===== config.mk =====
export PLATFORM = sky130hd
export DESIGN_NAME = m_store_buffer
export DESIGN_NICKNAME = d
export VERILOG_FILES = /design/src/rtl/m_store_buffer.sv
export SDC_FILE = /design/constraint.sdc
export NUM_CORES = 1
export LEC_CHECK = 0
export ABC_AREA = 1
export BUFFER_PORTS_ARGS = -buffer_cell sky130_fd_sc_hd__buf_4
export CAP_MARGIN = 20
export CORE_MARGIN = 8
export CORE_UTILIZATION = 64
export CTS_BUF_LIST = sky130_fd_sc_hd__clkbuf_8
export DETAILED_ROUTE_END_ITERATION = 8
export PLACE_DENSITY = 0.86
export SETUP_SLACK_MARGIN = 0.2
export SLEW_MARGIN = 10
export SYNTH_ARGS = -nofsm -noshare
export SYNTH_HDL_FRONTEND = slang
export SYNTH_SLANG_ARGS = --single-unit

===== constraint.sdc =====
create_clock -name clk -period 12 [get_ports clk]
set_input_delay 2.4 -clock clk [delete_from_list [all_inputs] [get_ports clk]]
set_output_delay 2.4 -clock clk [all_outputs]
set_load 0.01 [all_outputs]

===== src/rtl/m_store_buffer.sv =====
`default_nettype none
// ============================================================================
// Module      : m_store_buffer
// Description : Posted-write FIFO between the M-stage store formatter and the
//               system bridge. Retires stores in order over a req/ack
//               handshake and flags M-stage loads overlapping a pending store.
//               Optional macro STBUF_MERGE_EN merges a store into the tail
//               entry when both target the same word.
// Revision    : 1.0 - initial release
// ============================================================================
module m_store_buffer #(
    parameter int DEPTH = 4,
    parameter int PTR_W = 2
) (
    input  logic             clk,
    input  logic             reset,
    input  logic             st_valid,
    input  logic [31:0]      st_addr,
    input  logic [3:0]       st_byteen,
    input  logic [31:0]      st_wdata,
    output logic             st_ready,
    input  logic             ld_valid,
    input  logic [31:0]      ld_addr,
    input  logic [3:0]       ld_byteen,
    output logic             ld_stall,
    output logic             bus_req,
    output logic [31:0]      bus_addr,
    output logic [3:0]       bus_byteen,
    output logic [31:0]      bus_wdata,
    input  logic             bus_ack,
    output logic             empty,
    output logic [PTR_W:0]   count
);

    localparam logic [PTR_W:0] CNT_FULL = (PTR_W + 1)'(DEPTH);

    logic [29:0]       addr_mem [DEPTH];
    logic [3:0]        be_mem   [DEPTH];
    logic [31:0]       data_mem [DEPTH];

    logic [PTR_W-1:0]  wr_ptr;
    logic [PTR_W-1:0]  rd_ptr;

    logic              merge_hit;
    logic              push;
    logic              alloc;
    logic              pop;
    logic [DEPTH-1:0]  entry_valid;
    logic [DEPTH-1:0]  entry_hit;

    // Byte-offset bits of the addresses are irrelevant to a word buffer.
    logic              unused_addr_bits;
    assign unused_addr_bits = ^{st_addr[1:0], ld_addr[1:0]};

`ifdef STBUF_MERGE_EN
    logic [PTR_W-1:0]  tail_ptr;
    logic              merge;
    assign tail_ptr  = wr_ptr - PTR_W'(1);
    // The tail may only absorb a store when it is not also the offered head.
    assign merge_hit = (count >= (PTR_W + 1)'(2)) && (addr_mem[tail_ptr] == st_addr[31:2]);
    assign merge     = push && merge_hit;
`else
    assign merge_hit = 1'b0;
`endif

    // Readiness comes from the registered count only; a merging store never needs a slot.
    assign st_ready = (count != CNT_FULL) || merge_hit;
    assign push     = st_valid && st_ready && (st_byteen != 4'b0000);
    assign alloc    = push && !merge_hit;
    assign pop      = bus_req && bus_ack;

    assign bus_req    = (count != '0);
    assign empty      = (count == '0);
    assign bus_addr   = bus_req ? {addr_mem[rd_ptr], 2'b00} : 32'h0;
    assign bus_byteen = bus_req ? be_mem[rd_ptr] : 4'h0;
    assign bus_wdata  = bus_req ? data_mem[rd_ptr] : 32'h0;

    // Pointer and occupancy bookkeeping; reset discards everything, even a head mid-handshake.
    always_ff @(posedge clk) begin
        if (!reset) begin
            wr_ptr <= '0;
            rd_ptr <= '0;
            count  <= '0;
        end else begin
            if (alloc) wr_ptr <= wr_ptr + PTR_W'(1);
            if (pop)   rd_ptr <= rd_ptr + PTR_W'(1);
            case ({alloc, pop})
                2'b10:   count <= count + (PTR_W + 1)'(1);
                2'b01:   count <= count - (PTR_W + 1)'(1);
                default: count <= count;
            endcase
        end
    end

    // Entry payload writes: new allocation at wr_ptr, or lane-wise merge into the tail.
    always_ff @(posedge clk) begin
        if (reset && alloc) begin
            addr_mem[wr_ptr] <= st_addr[31:2];
            be_mem[wr_ptr]   <= st_byteen;
            data_mem[wr_ptr] <= st_wdata;
        end
`ifdef STBUF_MERGE_EN
        else if (reset && merge) begin
            be_mem[tail_ptr] <= be_mem[tail_ptr] | st_byteen;
            for (int l = 0; l < 4; l++) begin
                if (st_byteen[l]) data_mem[tail_ptr][8*l +: 8] <= st_wdata[8*l +: 8];
            end
        end
`endif
    end

    // An entry is live when its distance from the head is below the count.
    for (genvar i = 0; i < DEPTH; i++) begin : g_entry
        logic [PTR_W-1:0] offset;
        assign offset         = PTR_W'(i) - rd_ptr;
        assign entry_valid[i] = ({1'b0, offset} < count);
        assign entry_hit[i]   = entry_valid[i]
                              && (addr_mem[i] == ld_addr[31:2])
                              && ((be_mem[i] & ld_byteen) != 4'b0000);
    end

    assign ld_stall = ld_valid && (|entry_hit);

endmodule
`default_nettype wire


==> impl_metrics.env, run 1 <==
export IMPL_startpoint="ld_addr[31]"
export IMPL_synth_edf_count=264
export IMPL_route_detailed_drc=0
export IMPL_cts_made_buffers=43
export IMPL_worst_r2r_cell_count=5
export IMPL_p_clk_share_pct=24.0
export IMPL_cts_resized=0
export IMPL_grt_pass1_wl_mm=49.1
export IMPL_yosysMostFrequentCell="nor2_1"
export IMPL_die_y_um=157
export IMPL_drive_gt1_share_pct=18.4
export IMPL_syn_inst=1196
export IMPL_intPower_uw=1840
export IMPL_postLayoutCellArea_mm2=0.0148
export IMPL_hold_class="flop to flop"
export IMPL_fmax_mhz=164
export IMPL_clk_pin_slew_ps=60
export IMPL_yosysTopAreaCell="edfxtp_1"
export IMPL_postCtsSetupBuffers=0
export IMPL_regArea_mm2=0.00811
export IMPL_cts_htree_levels=2
export IMPL_io_pins=184
export IMPL_vdd_ir_drop_worst_mv=0.141
export IMPL_fill_cells=1222
export IMPL_cts_root_buf="clkbuf_8"
export IMPL_cp_common_cell="nor2_1"
export IMPL_final_hold_viol_count=0
export IMPL_leakage_uw=0.00552
export IMPL_crit_chain="buf_4 -> xnor2_1 -> nand2_1 -> nor2_1 -> nand2_1 -> nor2_1 -> nand3_1 -> nand2_1 -> nor2_1 -> nor2_1 -> buf_4"
export IMPL_clock_sinks=273
export IMPL_num_nets_final=1471
export IMPL_grt_max_degree=88
export IMPL_yosysWarningCount=0
export IMPL_synth_top_area_share_pct=62.7
export IMPL_slew_violations=0
export IMPL_maxSlewHeadroom_pct=28.6
export IMPL_pwr_share_seq_pct=39.5
export IMPL_die_w_um=157
export IMPL_crit_path_end_kind="primary output"
export IMPL_power_switching_uw=1060
export IMPL_max_cap_viol_count=0
export IMPL_core_rowCount=51
export IMPL_dp_hpwl_mm=20.0
export IMPL_outcome="completed"
export IMPL_clock_path_buffers=3
export IMPL_async_flop_share_pct=0
export IMPL_placed_area_mm2=0.0140
export IMPL_crit_path_max_fanout=4
export IMPL_skew_ps=20.2
export IMPL_dr_first_iter_drc_count=816
export IMPL_final_min_clock_period_ps=6110
export IMPL_slowest_stage="xnor2_1"
export IMPL_power_per_cell_area_mw_per_mm2=196
export IMPL_wl_per_cell_um=19.5
export IMPL_dieArea_mm2=0.0245
export IMPL_synth_area_per_cell_um2=10.6
export IMPL_synth_seq_cells=273
export IMPL_multi_input_area_mm2=0.00394
export IMPL_via_per_inst=5.61
export IMPL_r2r_slack_ps=9040
export IMPL_netSwitchingFraction_pct=36.5
export IMPL_ys_seq_area_share_pct=64.1
export IMPL_overflow=0
export IMPL_p_comb_share_pct=36.5
export IMPL_finalWirelength_mm=32.1
export IMPL_antenna_found_initial=0
export IMPL_fin_crit_sh_pct=50.9
export IMPL_crit_type="input port to primary output"
export IMPL_dr_total_vias=9258
export IMPL_drtPass1Iterations=5
export IMPL_grt_usage_pct=26.1
export IMPL_worst_slew_pin_slew_ps=1070
export IMPL_gp_congestion=0.876
export IMPL_setup_violations=0
export IMPL_setup_tns_final_ps=0
export IMPL_required_ps=9600
export IMPL_synth_area_leaders="edfxtp_1 63%, nor2_1 8.1%, xnor2_1 6.9%, o21ai_0 5.5%, nand2_1 4.2%"
export IMPL_rsz0062_at_grt="no"
export IMPL_synth_area_mm2=0.0127
export IMPL_synth_flop_cell="edfxtp_1"
export IMPL_synth_cell_types=27
export IMPL_regToRegEndpoint="data_mem[2][1]$_DFFE_PP_"
export IMPL_cts_tree="done"
export IMPL_clock_latency_ps=550
export IMPL_initial_core_util_pct=65.0
export IMPL_ant_nets=0
export IMPL_regToRegStartpoint="count[0]$_SDFFE_PN0P_"
export IMPL_area_growth_syn_to_layout_pct=16.6
export IMPL_critPathArrivalTime_ps=3710
export IMPL_max_stage_delay_ps=320
export IMPL_io_buffers=177
export IMPL_start_kind="input port"
export IMPL_synth_top_cells_by_count="274 x nor2_1, 264 x edfxtp_1, 142 x nand2_1"
export IMPL_cts_hold_buf=0
export IMPL_crit_path_end="ld_stall"
export IMPL_grt_pass1_vias=9498
export IMPL_core_area_mm2=0.0195
kinds of logic after synthesis:
group	share of synthesized area, %
compound gates	9.46
xor+xnor	6.92
fa+ha+maj	1.05
buf+inv	5.09
flops	64.1
other cells	0.0296
simple gates	13.4
metrics by stage:
stage	hold slack [ps]	total power (uW)	instances	utilization (%)	worst slack, ps
4_1_cts	530	2900	1648	75.8	5890
3_3_place_gp	508	2190	1572	72.0	5900
2_1_floorplan	488	1750	1197	-	6090
3_5_place_dp	518	2210	1572	72.0	5890
6_report	527	2900	1650	75.8	5890
5_1_grt	560	3040	1648	75.8	5770
area by class of cell:
cell class / instances / area share, %
flip-flops and latches: 273 / 55.0
well taps: 265 / 2.25
diodes: 2 / 0.0339
inverters: 61 / 1.56
repair buffers: 186 / 9.46
clock inverters: 33 / 1.05
multi-input cells: 787 / 26.7
clock buffers: 43 / 4.01
registers in the layout, indices dropped and copies added, names as in the netlist, named ones only:
| signal | flops |
|---|---|
| wr_ptr | 2 |
| data_mem | 128 |
| addr_mem | 120 |
| be_mem | 16 |
| rd_ptr | 2 |
| count | 3 |
metal layers:
layer  GRT usage, %  vias up  part of all wire [%]  wire length (um)
met5              0        -                     0                 0
met4           10.8        0                   3.2              1040
met3           6.81       79                   9.7              3100
met2           45.0      466                    50             16200
met1           30.4     4362                    37             11800
li1               -     4351                     -                 -
critical path, delay by kind of cell:
family        cells  cell delay, ps
xor+xnor          1             320
simple gates      8             720
buf+inv           2             260
power by group through the flow:
stage / clock network, uW / registers (uW) / logic, uW
after global placement: 0 / 1160 / 1030
after floorplan: 0 / 1150 / 603
final: 696 / 1140 / 1060
after CTS: 701 / 1140 / 1060
after global routing: 740 / 1150 / 1150
after detailed placement: 0 / 1160 / 1050
worst min-delay path by stage:
| stage | startpoint | to | slack [ps] | cells after the start |
|---|---|---|---|---|
| final | rd_ptr[1]$_SDFFE_PN0P_ | flop | 530 | 2 |
| after global routing | rd_ptr[1]$_SDFFE_PN0P_ | flop | 560 | 2 |
| after CTS | rd_ptr[1]$_SDFFE_PN0P_ | flop | 530 | 2 |
| after detailed placement | rd_ptr[1]$_SDFFE_PN0P_ | flop | 520 | 2 |
| after global placement | rd_ptr[1]$_SDFFE_PN0P_ | flop | 510 | 2 |
| after floorplan | rd_ptr[1]$_SDFFE_PN0P_ | flop | 490 | 2 |
cell usage in the layout (no fill, tap or decap):
cell	count
clkinv_8	1
fa_1	1
conb_1	2
nor2_2	1
inv_1	59
edfxtp_1	264
clkinv_2	9
nand2_1	142
dfxtp_2	1
o211ai_1	2
nand3_1	9
inv_2	5
inv_6	1
o21ai_0	138
dfxtp_4	1
clkbuf_8	43
nor2_4	4
nor2_1	270
ha_1	9
nor3_4	1
o21ai_1	1
nand2_2	1
clkinvlp_4	1
o22ai_1	1
diode_2	2
dfxtp_1	7
nand4_1	9
xnor2_1	100
clkinv_1	18
buf_4	186
a21oi_1	96
No activity file was read; power rests on OpenSTA's default activity.
==> inputs of run 2 (changes only) <==
CORE_UTILIZATION = 54   (was 64)
PLACE_DENSITY = 0.77   (was 0.86)
clock period = 5.3 ns   (was 12 ns; I/O delays follow)
==> run 2 against run 1 <==
- setup slack worse by 4500 ps
- sequential share of layout area is 0.43 points lower
- largest cell class unchanged
- die area is 17% higher
- clock-buffer cell count is 1 higher
- power is 130% higher
- critical path type is now flop to primary output
==> impl_metrics.env, run 2 (synthesis results as in run 1) <==
export IMPL_wl_per_cell_um=18.7
export IMPL_setup_violations=0
export IMPL_area_growth_syn_to_layout_pct=17.6
export IMPL_clock_sinks=273
export IMPL_power_per_cell_area_mw_per_mm2=440
export IMPL_die_y_um=169
export IMPL_required_ps=4240
export IMPL_outcome="completed"
export IMPL_crit_path_end_kind="primary output"
export IMPL_dieArea_mm2=0.0286
export IMPL_vdd_ir_drop_worst_mv=0.327
export IMPL_setup_tns_final_ps=0
export IMPL_cts_resized=0
export IMPL_cts_made_buffers=43
export IMPL_io_pins=184
export IMPL_top_register="data_mem"
export IMPL_worst_slew_pin_slew_ps=1080
export IMPL_antenna_found_initial=3
export IMPL_finalWirelength_mm=31.9
export IMPL_maxSlewHeadroom_pct=28.1
export IMPL_critPathArrivalTime_ps=2830
export IMPL_ant_nets=0
export IMPL_route_detailed_drc=0
export IMPL_crit_path_max_fanout=52
export IMPL_grt_usage_pct=22.3
export IMPL_postLayoutCellArea_mm2=0.0149
export IMPL_io_buffers=177
export IMPL_die_w_um=169
export IMPL_grt_max_degree=94
export IMPL_fmax_mhz=257
export IMPL_postCtsSetupBuffers=0
export IMPL_reg_largest_list="data_mem: 128 flops, addr_mem: 120 flops, be_mem: 16 flops"
export IMPL_initial_core_util_pct=54.4
export IMPL_cts_hold_buf=0
export IMPL_final_cells=1706
export IMPL_final_hold_viol_count=0
export IMPL_grt_pass1_wl_mm=49.3
export IMPL_skew_ps=25.0
export IMPL_overflow=0
export IMPL_final_min_clock_period_ps=3890
export IMPL_hold_class="flop to flop"
export IMPL_grt_pass1_vias=9245
export IMPL_placed_cells=1627
export IMPL_start_kind="flop"
export IMPL_dr_first_iter_drc_count=682
export IMPL_drive_gt1_share_pct=18.5
export IMPL_slew_violations=0
export IMPL_cts_tree="done"
export IMPL_clock_path_buffers=3
export IMPL_crit_type="flop to primary output"
export IMPL_layout_common_cells="270 x nor2_1, 264 x edfxtp_1, 184 x buf_4, 142 x nand2_1, 138 x o21ai_0"
export IMPL_largest_register_ffs=128
export IMPL_cts_root_buf="clkbuf_8"
export IMPL_cts_htree_levels=2
export IMPL_core_rowCount=56
export IMPL_dr_total_vias=8995
export IMPL_core_area_mm2=0.0233
export IMPL_num_nets_final=1472
export IMPL_placed_area_mm2=0.0141
export IMPL_gp_congestion=0.876
export IMPL_rsz0062_at_grt="no"
export IMPL_max_cap_viol_count=0
export IMPL_via_per_inst=5.27
export IMPL_fin_crit_sh_pct=73.4
export IMPL_final_common_cell="nor2_1"
export IMPL_dp_hpwl_mm=20.1
export IMPL_leakage_uw=0.00557
export IMPL_clk_pin_slew_ps=60
export IMPL_drtPass1Iterations=4
export IMPL_clock_latency_ps=560
-- run 2: through the flow --
step	hold WS (ps)	util (%)	power, uW	setup WS (ps)
3_3_place_gp	509	60.7	4990	1910
5_1_grt	562	63.9	6910	1190
3_5_place_dp	526	60.7	5030	1880
4_1_cts	533	63.9	6600	1310
2_1_floorplan	488	-	3970	728
6_report	538	63.9	6550	1410
-- run 2: final timing paths --
kind,from,endpoint,slack [ps],cells past startpoint
setup / recovery,flop,bus_addr[18],1410,6
hold / removal,wr_ptr[1]$_SDFFE_PN0P_,wr_ptr[1]$_SDFFE_PN0P_,540,2
setup reg to reg,count[0]$_SDFFE_PN0P_,be_mem[2][1]$_DFFE_PP_,2600,5
hold reg to reg,wr_ptr[1]$_SDFFE_PN0P_,wr_ptr[1]$_SDFFE_PN0P_,540,2
-- run 2: metal layers --
layer  routed length (um)  track usage [%]  share of wire, %
met1                12400             26.2                39
met2                15700             37.8                49
met3                 2860             6.69               9.0
met4                  936             8.89               2.9
met5                   28                0             0.088
-- run 2: cell type report --
| type | instances | area [um2] |
|---|---|---|
| diodes | 1 | 2.50 |
| clock buffers | 44 | 606 |
| clock inverters | 34 | 148 |
| fillers | 1853 | 8390 |
| inverters | 61 | 231 |
| multi-input cells | 787 | 3940 |
| flip-flops and latches | 273 | 8110 |
| well taps | 319 | 399 |
| repair buffers | 187 | 1440 |
-- run 2: worst max-delay path: stages (launching register included) --
cell and delay [ps]:
dfxtp_4 560, clkinv_2 480, buf_4 460, a21oi_1 200, o21ai_0 120, a21oi_1 260
buf_4 180
-- run 2: power breakdown --
part	switching (uW)	internal (uW)	total (uW)
Clock	797	776	1570
Sequential	84.1	2500	2580
Combinational	1480	910	2390
